## src/rtl/ppu_pkg.sv

```systemverilog
`default_nettype none
// ============================================================================
//  Module      : ppu_pkg
//  Description : Shared types and constants for the background fetch path.
//                Holds the fetch-phase enumeration, VRAM base addresses, the
//                dot numbers that frame the fetch and scroll-strobe windows,
//                and small helpers for walking the phase sequence.
//  Revision    : 1.0 - initial release
// ============================================================================
package ppu_pkg;

  // One 8-dot tile fetch. The numeric values equal (dot-1) mod 8 so the
  // phase derived from the dot counter can be cast straight into this type.
  typedef enum logic [3:0] {
    NT_ADDR = 4'd0,
    NT_DATA = 4'd1,
    AT_ADDR = 4'd2,
    AT_DATA = 4'd3,
    PL_ADDR = 4'd4,
    PL_DATA = 4'd5,
    PH_ADDR = 4'd6,
    PH_DATA = 4'd7,
    IDLE    = 4'd8
  } fetch_phase_t;

  localparam logic [13:0] NT_BASE            = 14'h2000;
  localparam logic [13:0] AT_BASE            = 14'h23C0;

  localparam logic [8:0]  DOT_FETCH_END      = 9'd256;
  localparam logic [8:0]  DOT_PREFETCH_START = 9'd321;
  localparam logic [8:0]  DOT_PREFETCH_END   = 9'd336;
  localparam logic [8:0]  DOT_HCOPY          = 9'd257;
  localparam logic [8:0]  VCOPY_START        = 9'd280;
  localparam logic [8:0]  VCOPY_END          = 9'd304;
  localparam logic [8:0]  DOT_DUMMY_A        = 9'd337;
  localparam logic [8:0]  DOT_DUMMY_B        = 9'd339;

  function automatic fetch_phase_t next_phase(input fetch_phase_t p);
    case (p)
      NT_ADDR: return NT_DATA;
      NT_DATA: return AT_ADDR;
      AT_ADDR: return AT_DATA;
      AT_DATA: return PL_ADDR;
      PL_ADDR: return PL_DATA;
      PL_DATA: return PH_ADDR;
      PH_ADDR: return PH_DATA;
      PH_DATA: return NT_ADDR;
      default: return IDLE;
    endcase
  endfunction

  function automatic logic is_addr_phase(input fetch_phase_t p);
    return (p == NT_ADDR) || (p == AT_ADDR) || (p == PL_ADDR) || (p == PH_ADDR);
  endfunction

endpackage
`default_nettype wire

```

## src/rtl/bg_addr_gen.sv

```systemverilog
`default_nettype none
// ============================================================================
//  Module      : bg_addr_gen
//  Description : Combinational VRAM address mux for the background fetch.
//                Selects the nametable, attribute, or pattern-plane address
//                for the given phase. Data phases and IDLE yield zero.
//  Ports       : phase_i       - fetch phase being executed
//                v_addr_i      - loopy v (fineY, NT, coarseY, coarseX)
//                nt_byte_i     - tile index latched from the nametable
//                pattern_sel_i - background pattern table select
//                addr_o        - 14-bit VRAM address
//  Revision    : 1.0 - initial release
// ============================================================================
module bg_addr_gen
  import ppu_pkg::*;
(
  input  fetch_phase_t phase_i,
  input  logic [14:0]  v_addr_i,
  input  logic [7:0]   nt_byte_i,
  input  logic         pattern_sel_i,
  output logic [13:0]  addr_o
);

  always_comb begin
    addr_o = '0;
    case (phase_i)
      NT_ADDR: addr_o = NT_BASE | {2'b00, v_addr_i[11:0]};
      // Attribute byte covers a 4x4 tile block: nametable select, then
      // coarseY/4 in bits 5:3 and coarseX/4 in bits 2:0.
      AT_ADDR: addr_o = AT_BASE | {2'b00, v_addr_i[11:10], 4'b0000,
                                   v_addr_i[9:7], v_addr_i[4:2]};
      // Pattern planes: 16 bytes per tile, fine Y selects the row, bit 3
      // picks the high plane.
      PL_ADDR: addr_o = {1'b0, pattern_sel_i, nt_byte_i, 1'b0, v_addr_i[14:12]};
      PH_ADDR: addr_o = {1'b0, pattern_sel_i, nt_byte_i, 1'b1, v_addr_i[14:12]};
      default: addr_o = '0;
    endcase
  end

endmodule
`default_nettype wire

```

## src/rtl/background_tile_fetcher.sv

```systemverilog
`default_nettype none
// ============================================================================
//  Module      : background_tile_fetcher
//  Description : Sequences the 8-dot background fetch (NT, AT, PL, PH),
//                drives VRAM address/read, hands completed tiles to the
//                pixel shifter with a load pulse, and issues the scroll
//                increment/copy strobes. All outputs are registered.
//  Ports       : clock, reset     - clock, synchronous active-high reset
//                clock_EN         - dot enable; state advances only when high
//                rendering_EN     - rendering enabled
//                dot, scanline    - raster position from the timing block
//                vAddr            - current loopy v
//                patternSel       - background pattern table select
//                vramData         - VRAM read data
//                vramAddr/vramRead- VRAM address and read strobe
//                tileLowByte/tileHighByte/tileAttr - next tile to shifter
//                loadIn           - shifter load pulse
//                incHorizontal/incVertical/copyHorizontal/copyVertical
//                                 - scroll register strobes
//  Revision    : 1.0 - initial release
// ============================================================================
module background_tile_fetcher
  import ppu_pkg::*;
#(
  parameter int PRERENDER_LINE    = 261,
  parameter int LAST_VISIBLE_LINE = 239
) (
  input  logic        clock,
  input  logic        reset,
  input  logic        clock_EN,
  input  logic        rendering_EN,
  input  logic [8:0]  dot,
  input  logic [8:0]  scanline,
  input  logic [14:0] vAddr,
  input  logic        patternSel,
  input  logic [7:0]  vramData,
  output logic [13:0] vramAddr,
  output logic        vramRead,
  output logic [7:0]  tileLowByte,
  output logic [7:0]  tileHighByte,
  output logic [1:0]  tileAttr,
  output logic        loadIn,
  output logic        incHorizontal,
  output logic        incVertical,
  output logic        copyHorizontal,
  output logic        copyVertical
);

  // --------------------------------------------------------------------------
  // Raster decode
  // --------------------------------------------------------------------------
  logic         active_line;
  logic         render_line;
  logic         fetch_window;
  logic         dummy_fetch;
  logic         load_window;
  logic [2:0]   phase;
  fetch_phase_t phase_now;

  assign active_line = (scanline <= 9'(LAST_VISIBLE_LINE)) ||
                       (scanline == 9'(PRERENDER_LINE));
  assign render_line = active_line && rendering_EN;

  assign fetch_window = render_line &&
                        (((dot >= 9'd1) && (dot <= DOT_FETCH_END)) ||
                         ((dot >= DOT_PREFETCH_START) && (dot <= DOT_PREFETCH_END)));

  // (dot-1) mod 8 only depends on the low three bits of dot.
  assign phase     = dot[2:0] - 3'd1;
  assign phase_now = fetch_phase_t'({1'b0, phase});

  assign dummy_fetch = render_line && ((dot == DOT_DUMMY_A) || (dot == DOT_DUMMY_B));

  // Loads land one dot after each tile completes, including the dot just
  // past the end of each fetch run (257 and 337).
  assign load_window = ((dot >= 9'd9)   && (dot <= DOT_HCOPY)) ||
                       ((dot >= 9'd329) && (dot <= DOT_DUMMY_A));

  // --------------------------------------------------------------------------
  // Phase tracking. A tile only starts at an NT_ADDR-aligned dot, and a
  // running tile only continues while the dot keeps stepping in sequence.
  // After reset or a rendering drop we therefore sit in IDLE until the next
  // tile boundary and never transfer a half-fetched tile.
  // --------------------------------------------------------------------------
  fetch_phase_t phase_q, phase_d;

  always_comb begin
    phase_d = IDLE;
    if (fetch_window &&
        ((phase == 3'd0) || ((phase_q != IDLE) && (next_phase(phase_q) == phase_now)))) begin
      phase_d = phase_now;
    end
  end

  // --------------------------------------------------------------------------
  // Address generation
  // --------------------------------------------------------------------------
  logic [7:0]   nt_byte_q, nt_byte_d;
  fetch_phase_t gen_phase;
  logic [13:0]  gen_addr;

  assign gen_phase = dummy_fetch ? NT_ADDR : phase_d;

  bg_addr_gen u_addr_gen (
    .phase_i       (gen_phase),
    .v_addr_i      (vAddr),
    .nt_byte_i     (nt_byte_q),
    .pattern_sel_i (patternSel),
    .addr_o        (gen_addr)
  );

  // Attribute quadrant: shift of {coarseY[1], coarseX[1], 0} expressed as a
  // 2-bit field select.
  logic [1:0] attr_sel;
  always_comb begin
    case ({vAddr[6], vAddr[1]})
      2'b00:   attr_sel = vramData[1:0];
      2'b01:   attr_sel = vramData[3:2];
      2'b10:   attr_sel = vramData[5:4];
      default: attr_sel = vramData[7:6];
    endcase
  end

  // --------------------------------------------------------------------------
  // Next-state logic
  // --------------------------------------------------------------------------
  logic [13:0] vram_addr_q, vram_addr_d;
  logic        vram_read_q, vram_read_d;
  logic [1:0]  attr_bits_q, attr_bits_d;
  logic [7:0]  pend_low_q,  pend_low_d;
  logic [7:0]  tile_low_q,  tile_low_d;
  logic [7:0]  tile_high_q, tile_high_d;
  logic [1:0]  tile_attr_q, tile_attr_d;
  logic        load_q, load_d;
  logic        inc_h_q, inc_h_d;
  logic        inc_v_q, inc_v_d;
  logic        copy_h_q, copy_h_d;
  logic        copy_v_q, copy_v_d;

  always_comb begin
    vram_addr_d = vram_addr_q;
    vram_read_d = 1'b0;
    nt_byte_d   = nt_byte_q;
    attr_bits_d = attr_bits_q;
    pend_low_d  = pend_low_q;
    tile_low_d  = tile_low_q;
    tile_high_d = tile_high_q;
    tile_attr_d = tile_attr_q;

    if (!rendering_EN) begin
      vram_addr_d = '0;
    end else if (dummy_fetch || is_addr_phase(phase_d)) begin
      vram_addr_d = gen_addr;
      vram_read_d = 1'b1;
    end

    case (phase_d)
      NT_DATA: nt_byte_d   = vramData;
      AT_DATA: attr_bits_d = attr_sel;
      PL_DATA: pend_low_d  = vramData;
      // High plane goes straight to the output together with the pending
      // low plane and attribute, so no separate high-plane holding register.
      PH_DATA: begin
        tile_low_d  = pend_low_q;
        tile_high_d = vramData;
        tile_attr_d = attr_bits_q;
      end
      default: ;
    endcase

    load_d   = render_line && (phase == 3'd0) && load_window;
    inc_h_d  = fetch_window && (phase == 3'd7);
    inc_v_d  = render_line && (dot == DOT_FETCH_END);
    copy_h_d = render_line && (dot == DOT_HCOPY);
    copy_v_d = render_line && (scanline == 9'(PRERENDER_LINE)) &&
               (dot >= VCOPY_START) && (dot <= VCOPY_END);
  end

  // --------------------------------------------------------------------------
  // Registers
  // --------------------------------------------------------------------------
  always_ff @(posedge clock) begin
    if (reset) begin
      phase_q     <= IDLE;
      vram_addr_q <= '0;
      vram_read_q <= 1'b0;
      nt_byte_q   <= '0;
      attr_bits_q <= '0;
      pend_low_q  <= '0;
      tile_low_q  <= '0;
      tile_high_q <= '0;
      tile_attr_q <= '0;
      load_q      <= 1'b0;
      inc_h_q     <= 1'b0;
      inc_v_q     <= 1'b0;
      copy_h_q    <= 1'b0;
      copy_v_q    <= 1'b0;
    end else if (clock_EN) begin
      phase_q     <= phase_d;
      vram_addr_q <= vram_addr_d;
      vram_read_q <= vram_read_d;
      nt_byte_q   <= nt_byte_d;
      attr_bits_q <= attr_bits_d;
      pend_low_q  <= pend_low_d;
      tile_low_q  <= tile_low_d;
      tile_high_q <= tile_high_d;
      tile_attr_q <= tile_attr_d;
      load_q      <= load_d;
      inc_h_q     <= inc_h_d;
      inc_v_q     <= inc_v_d;
      copy_h_q    <= copy_h_d;
      copy_v_q    <= copy_v_d;
    end
  end

  assign vramAddr       = vram_addr_q;
  assign vramRead       = vram_read_q;
  assign tileLowByte    = tile_low_q;
  assign tileHighByte   = tile_high_q;
  assign tileAttr       = tile_attr_q;
  assign loadIn         = load_q;
  assign incHorizontal  = inc_h_q;
  assign incVertical    = inc_v_q;
  assign copyHorizontal = copy_h_q;
  assign copyVertical   = copy_v_q;

endmodule
`default_nettype wire
```

## config.mk

```make
export PLATFORM = sky130hd
export DESIGN_NAME = background_tile_fetcher
export DESIGN_NICKNAME = d
export VERILOG_FILES = /design/src/rtl/ppu_pkg.sv /design/src/rtl/bg_addr_gen.sv /design/src/rtl/background_tile_fetcher.sv
export SDC_FILE = /design/constraint.sdc
export NUM_CORES = 1
export LEC_CHECK = 0
export ABC_AREA = 1
export CAP_MARGIN = 20
export CORE_MARGIN = 2
export CORE_UTILIZATION = 35
export CTS_CLUSTER_DIAMETER = 120
export DETAILED_ROUTE_END_ITERATION = 10
export DONT_BUFFER_PORTS = 1
export PLACE_DENSITY_LB_ADDON = 0.25
export SETUP_SLACK_MARGIN = 0.4
export SYNTH_ARGS = -nofsm -noshare
export SYNTH_HDL_FRONTEND = slang
export SYNTH_HIERARCHICAL = 1
export SYNTH_SLANG_ARGS = --single-unit
```

## constraint.sdc

```tcl
create_clock -name clock -period 7.5 [get_ports clock]
set_clock_uncertainty 0.2 [all_clocks]
set_input_delay 0 -clock clock [delete_from_list [all_inputs] [get_ports clock]]
set_output_delay 0 -clock clock [all_outputs]
set_load 0.02 [all_outputs]
```

# Word level (Yosys, flattened, before mapping)
# Memory sizes are Yosys's and may differ from the RTL's. A register that Yosys moved wholly into a read port is not among the register bits.
# Cells that the tools add are included.
[totals]
out_inout_bits = 38
wordCells = 94
ram_bits = 0
romBits = 24
latch_bits = 0
n_memories = 1
reg_bits = 60
[classes]
multipliers = 0
n_div = 0
magnitude_cmp = 11
eq_ne = 21
bitwise = 0
n_reduce_logical = 35
muxes = 11
add_sub_neg = 1
shift = 0
[mem_list]
columns = ["name", "depth", "word_bits", "rd", "rd_ports_with_merged_regs", "write_ports", "line", "rtl"]
rows = [
  ["(no name shown)", 8, 3, 1, 1, 0, "ppu_pkg.sv:39", "case (p)"],
]
[op_table]
columns = ["cell", "n"]
rows = [
  ["one-hot mux 14 bit (4 select lines)", 1],
  ["== test 9 bit (second input constant)", 5],
  ["<= comparator 9 bit (second input constant)", 5],
  ["two-way mux 14 bit", 2],
  [">= comparator 9 bit (second input constant)", 3],
  ["== test 4 x 3 -> 1 bit (second input constant)", 6],
  ["logical AND 1 bit", 17],
  ["== test 4 x 2 -> 1 bit (second input constant)", 3],
  ["two-way mux 4 bit", 3],
  ["AND reduction 2 bit", 5],
  [">= comparator 9 x 1 -> 1 bit (second input constant)", 1],
  [">= comparator 9 x 4 -> 1 bit (second input constant)", 1],
  ["<= comparator 9 x 8 -> 1 bit (second input constant)", 1],
  ["logical OR 1 bit", 9],
  ["zero test 4 bit", 2],
  ["two-way mux 3 bit", 2],
  ["one-hot mux 2 bit (3 select lines)", 1],
  ["== test 4 x 1 -> 1 bit (second input constant)", 1],
  ["== test 4 x 3 -> 1 bit", 1],
  ["!= test 4 bit (second input constant)", 1],
  ["== test 3 bit (second input constant)", 1],
  ["zero test 3 bit", 1],
  ["subtractor 3 x 1 -> 3 bit (second input constant)", 1],
  ["== test 2 x 1 -> 1 bit (second input constant)", 1],
  ["other kinds (4)", 5],
]

# Depth between registers and ports, before layout
[logic_depth]
word_depth = 13
mapped_depth = 22
mapped_depth_nobuf = 22

# Cells and area by module
# The synthesis kept the hierarchy.
[by_module_without_submodules]
columns = ["mod", "instances", "cells_each", "area_each_um2"]
rows = [
  ["background_tile_fetcher", 1, 456, 3140.5],
  ["bg_addr_gen", 1, 83, 380.4],
]

# Worst setup path before layout
# OpenSTA, ideal clock, no wires.
[synth_path]
path_kind = "input-to-reg"
startpoint = "in dot[0]"
endpoint = "reg vram_addr_q[1], in the netlist vramAddr[1]"
arrival_ns = 2.437
slack_ns = 4.792
required_ns = 7.230
path_stages = 20
setup_time_ns = 0.070
path_cell_list = "inv_2 ha_1 ha_1 inv_2 nand2_1 nand2_1 nand2_1 nor2_1 nor2_1 nor2_4 nand2_4 nor3_1 inv_2 nor2_4 nand3_1 nand2_1 inv_1 nand2_1 nand3_1 a21oi_1"
[synth_via]
word_cells_on_any_way = 37
[synth_rtl]
columns = ["element", "line", "rtl"]
rows = [
  ["from (decl)", "background_tile_fetcher.sv:32", "input logic [8:0] dot,"],
  [">= comparator 9 x 1 -> 1 bit, or another cell as far along", "background_tile_fetcher.sv:65", "(((dot >= 9'd1) && (dot <= DOT_FETCH_END)) ||"],
  ["logical AND 1 bit, or another cell as far along", "background_tile_fetcher.sv:65", ""],
  ["logical OR 1 bit / logical AND 1 bit (equally long branches)", "background_tile_fetcher.sv:65, background_tile_fetcher.sv:90", ""],
  ["logical AND 1 bit / logical OR 1 bit (equally long branches)", "background_tile_fetcher.sv:64, background_tile_fetcher.sv:90", ""],
  ["logical AND 1 bit", "background_tile_fetcher.sv:89", "if (fetch_window &&"],
  ["two-way mux 4 bit", "background_tile_fetcher.sv:89", ""],
  ["two-way mux 4 bit *", "background_tile_fetcher.sv:102", "assign gen_phase = dummy_fetch ? NT_ADDR : phase_d;"],
  ["named net gen_phase[2]", "background_tile_fetcher.sv:99", "fetch_phase_t gen_phase;"],
  ["== test 4 x 3 -> 1 bit, or another cell as far along", "bg_addr_gen.sv:26", "case (phase_i)"],
  ["one-hot mux 14 bit (4 select lines) *", "bg_addr_gen.sv:26", ""],
  ["named net gen_addr[1]", "background_tile_fetcher.sv:100", "logic [13:0] gen_addr;"],
  ["two-way mux 14 bit *", "background_tile_fetcher.sv:152", "end else if (dummy_fetch || is_addr_phase(phase_d)) begin"],
  ["two-way mux 14 bit *", "background_tile_fetcher.sv:150", "if (!rendering_EN) begin"],
  ["to (signal assigned)", "background_tile_fetcher.sv:200", "vram_addr_q <= vram_addr_d;"],
  ["to (decl)", "background_tile_fetcher.sv:127", "logic [13:0] vram_addr_q, vram_addr_d;"],
]
# The timed path passes the listed nets; every way through them passes the cells marked *. The select of a mux whose other input is x is not followed.
# A chain may end at the register's enable or synchronous reset.

# Worst setup path in the final report
[layout_path]
startpoint = "in dot[0]"
endpoint = "reg vram_addr_q[0], in the netlist vramAddr[0]"
# The elaborated chain is that of the path after synthesis.

==> flow_metrics.tcl <==
set metrics [dict create \
    grt_usage 0.1766 \
    diodes 0 \
    p_leak_nw 1.869 \
    netlist_top_cells_area "dfxtp_1 (36%), nand2_1 (14%), nand3_1 (10%)" \
    initial_antenna_violation_count 0 \
    route.final.wire_length_mm 9.385 \
    clockBufferDepth 2 \
    setup_viol_count_final 0 \
    grt_start_max_net_pins 39 \
    final_antenna_net_count 0 \
    switching_share 0.2477 \
    netlist_instances 539 \
    final_layout_fill_cell_count 1075 \
    critPathArrivalTime_ps 4010 \
    yosys_warnings 6 \
    worst-setup-path-type "in -> reg" \
    totalNegativeSetupSlack_ps 0 \
    synth_top_flop_cell "dfxtp_1" \
    worstSetupStartpointType "primary input" \
    netlist.area_leader.share 0.3582 \
    floorplan.io_pins 84 \
    comb_power_share 0.094 \
    syn_area_per_cell_sq_um 6.532 \
    timing_hold_violations_final 0 \
    result_of_the_run "completed" \
    power_per_cell_area_nw_per_um2 175.2 \
    grt_first_pass_wirelength_mm 15.93 \
    power.ir.vdd_worst_uv 131.2 \
    flow.area_growth_from_synthesis_pct 20.97 \
    timing_max_transition_violations_final 0 \
    cts_tree "yes" \
    sequentialPowerShare 0.453 \
    end_kind "register" \
    unrepaired_setup_endpoints_after_global_routing "false" \
    cellInternalPower_mw 0.5613 \
    cts_inserted_buffers 9 \
    r2r-end "vramAddr[0]" \
    hold_path.class "in -> reg" \
    routabilityCongestion 0.8307 \
    fp.dieArea_sq_um 10880 \
    clk_transition_reported_paths_ps 70 \
    route.detailed.drc 0 \
    insertion_delay_ps 330 \
    via_density_per_instance 4.787 \
    cts_repair_resize_count 0 \
    worstMarginPinSlew_ps 1071 \
    period_minus_slack_ps 3956 \
    detailedRoute.firstPassIterationCount 4 \
    ctsHtreeMaxLevel 3 \
    min_period_over_period 0.5275 \
    clkPwrFrac 0.453 \
    finish.cell_count_without_fillers 715 \
    timing.reg2reg.worst_path_depth 18 \
    most_frequent_cells_after_synthesis "nand2_1 (136), nor2_1 (91), nand3_1 (73), dfxtp_1 (63), inv_1 (45)" \
    timing.fmax_mhz 252.8 \
    drive_gt1_frac 0.08591 \
    critical_path.endpoint "vramAddr[0]" \
    floorplan.rows 36 \
    drv_cap 0 \
    slew-limit-headroom 0.2839 \
    synth_sequential_area_ratio 0.3582 \
    yosysUniqueCellTypes 35 \
    postSynthRegisterBits 63 \
    r2r_slack_ps 4240 \
    net-switching-power_mw 0.1848 \
    timing.critical_path.from "dot[0]" \
    post_drt_wl_per_cell_microns 13.13 \
    crit_fanout 10 \
    placedCellCount 654 \
    grt_pass1_vias 3356 \
    floorplan.die.height_microns 104.3 \
    final_util 0.4357 \
    synth-edff-count 0 \
    critPathRequiredTime_ps 7550 \
    cts.root.buffer_cell "clkbuf_8" \
    detailedPlacementHpwl_mm 6.736 \
    netlist_area_sq_um 3521 \
    portBuffers 0 \
    die_w_microns 104.3 \
    grt_overflow_total 0 \
    final_net_count 630 \
    initial_core_utilization 0.3602 \
    fin_total_pwr_mw 0.7461 \
    mappedNetlistNets 592 \
    dr_total_vias 3423 \
    tritoncts_num_sinks 63 \
    asyncSetResetFlopFracSynth 0 \
    drt_iter0_drc 129 \
    synth_area_leader_cell "dfxtp_1" \
    yosysMostFrequentCell "nand2_1" \
    design.core.area_sq_um 9774 \
]
-- cell usage in the layout (no fill, tap or decap), types with 2 or more instances in the layout --
master         synthesis  final
bufinv_16              0      2
nand2_4                2      2
clkinv_1               6      6
clkinvlp_4             0      2
o211ai_1               2      2
nor2_1                91     91
nand3_4                2      2
nand3b_1              10     10
dfxtp_1               63     63
nor2_4                 6      6
dlygate4sd3_1          0     45
nand2_1              136    136
o2111ai_1              2      2
nand3_1               73     73
ha_1                   7      7
clkbuf_8               0     10
inv_2                  9      9
nand2_2                4      4
a21oi_1               26     26
nor3_1                 4      4
inv_1                 45     45
o21ai_0               15     15
nor2_2                 7      7
-- critical path, stage by stage --
cell and delay, ps:
dlygate4sd3_1 570, inv_2 90, ha_1 200, ha_1 380, inv_2 120, nand2_1 60
nand2_1 60, nand2_1 50, nor2_1 90, nor2_1 70, nor2_4 180, nand2_4 90
nor3_1 600, inv_2 140, nor2_4 220, nand3_1 110, nand2_1 90, inv_1 40
nand2_1 50, dlygate4sd3_1 550, nand3_1 80, a21oi_1 180
-- flip-flops by register name, summed over array words and instances, names as in the netlist, named ones only --
signal / count
copyHorizontal: 1
attr_bits_q: 2
copyVertical: 1
tileHighByte: 8
vramRead: 1
loadIn: 1
tileAttr: 2
vramAddr: 14
incVertical: 1
nt_byte_q: 8
incHorizontal: 1
phase_q: 4
tileLowByte: 8
pend_low_q: 8
-- worst min-delay path by stage --
stage / depth (start not counted) / startpoint / slack (ps) / end
after floorplan: 1 / reset / -130 / vramAddr[0]
after global placement: 1 / reset / -120 / vramRead
after detailed placement: 1 / reset / -120 / incHorizontal
after CTS: 5 / dot[0] / 10 / loadIn
after global routing: 5 / dot[0] / 40 / loadIn
final: 7 / dot[5] / 20 / loadIn
-- logic make-up (layout without fill, tap and decap cells) --
group                    count (synthesis)  count (layout)  share of synthesized area
AND/OR/NAND/NOR                        340             340                     0.4435
buffers and inverters                   79             122                    0.09630
flip-flops                              63              63                     0.3582
AO/OA/AOI/OAI                           50              50                    0.07711
adder cells (fa/ha/maj)                  7               7                    0.02487
-- final cells by class --
type | instances | area [sq um] | area share
well taps | 133 | 166.4 | 0.03907
clock inverters | 6 | 92.59 | 0.02174
inverters | 61 | 230.2 | 0.05405
flip-flops and latches | 63 | 1261 | 0.2961
clock buffers | 10 | 137.6 | 0.03231
repair buffers | 45 | 450.4 | 0.1058
multi-input cells | 397 | 1921 | 0.4509
-- what timing repair did --
item	4_1_cts	5_1_grt
setup endpoints to repair	0	0
endpoints found under the hold margin	63	0
buffers inserted	0	0
hold buffers	45	0
-- per-layer routing --
layer,vias up,wire [microns],global-route usage
met5,-,0,0
li1,1790,-,-
met3,6,618,0.06078
met2,89,4447,0.2979
met4,0,67,0.03282
met1,1538,4251,0.2194
-- per-stage QoR --
step / worst slack [ps] / hold slack, ps / instance area (sq um)
after floorplan: 4793 / -130.9 / 3521
after global placement: 4517 / -121.0 / 3578
after detailed placement: 4434 / -119.0 / 3578
after CTS: 3583 / 11.90 / 4259
after global routing: 3201 / 41.88 / 4259
final: 3544 / 17.74 / 4259
-- power groups by stage --
stage	sequential (mW)	clock (mW)	combinational [mW]
after floorplan	0.345	0	0.0443
after global placement	0.346	0	0.0473
after detailed placement	0.346	0	0.0481
after CTS	0.338	0.348	0.0705
after global routing	0.338	0.361	0.0792
final	0.338	0.338	0.0704
Note: power is estimated with default switching activity, not from simulation.
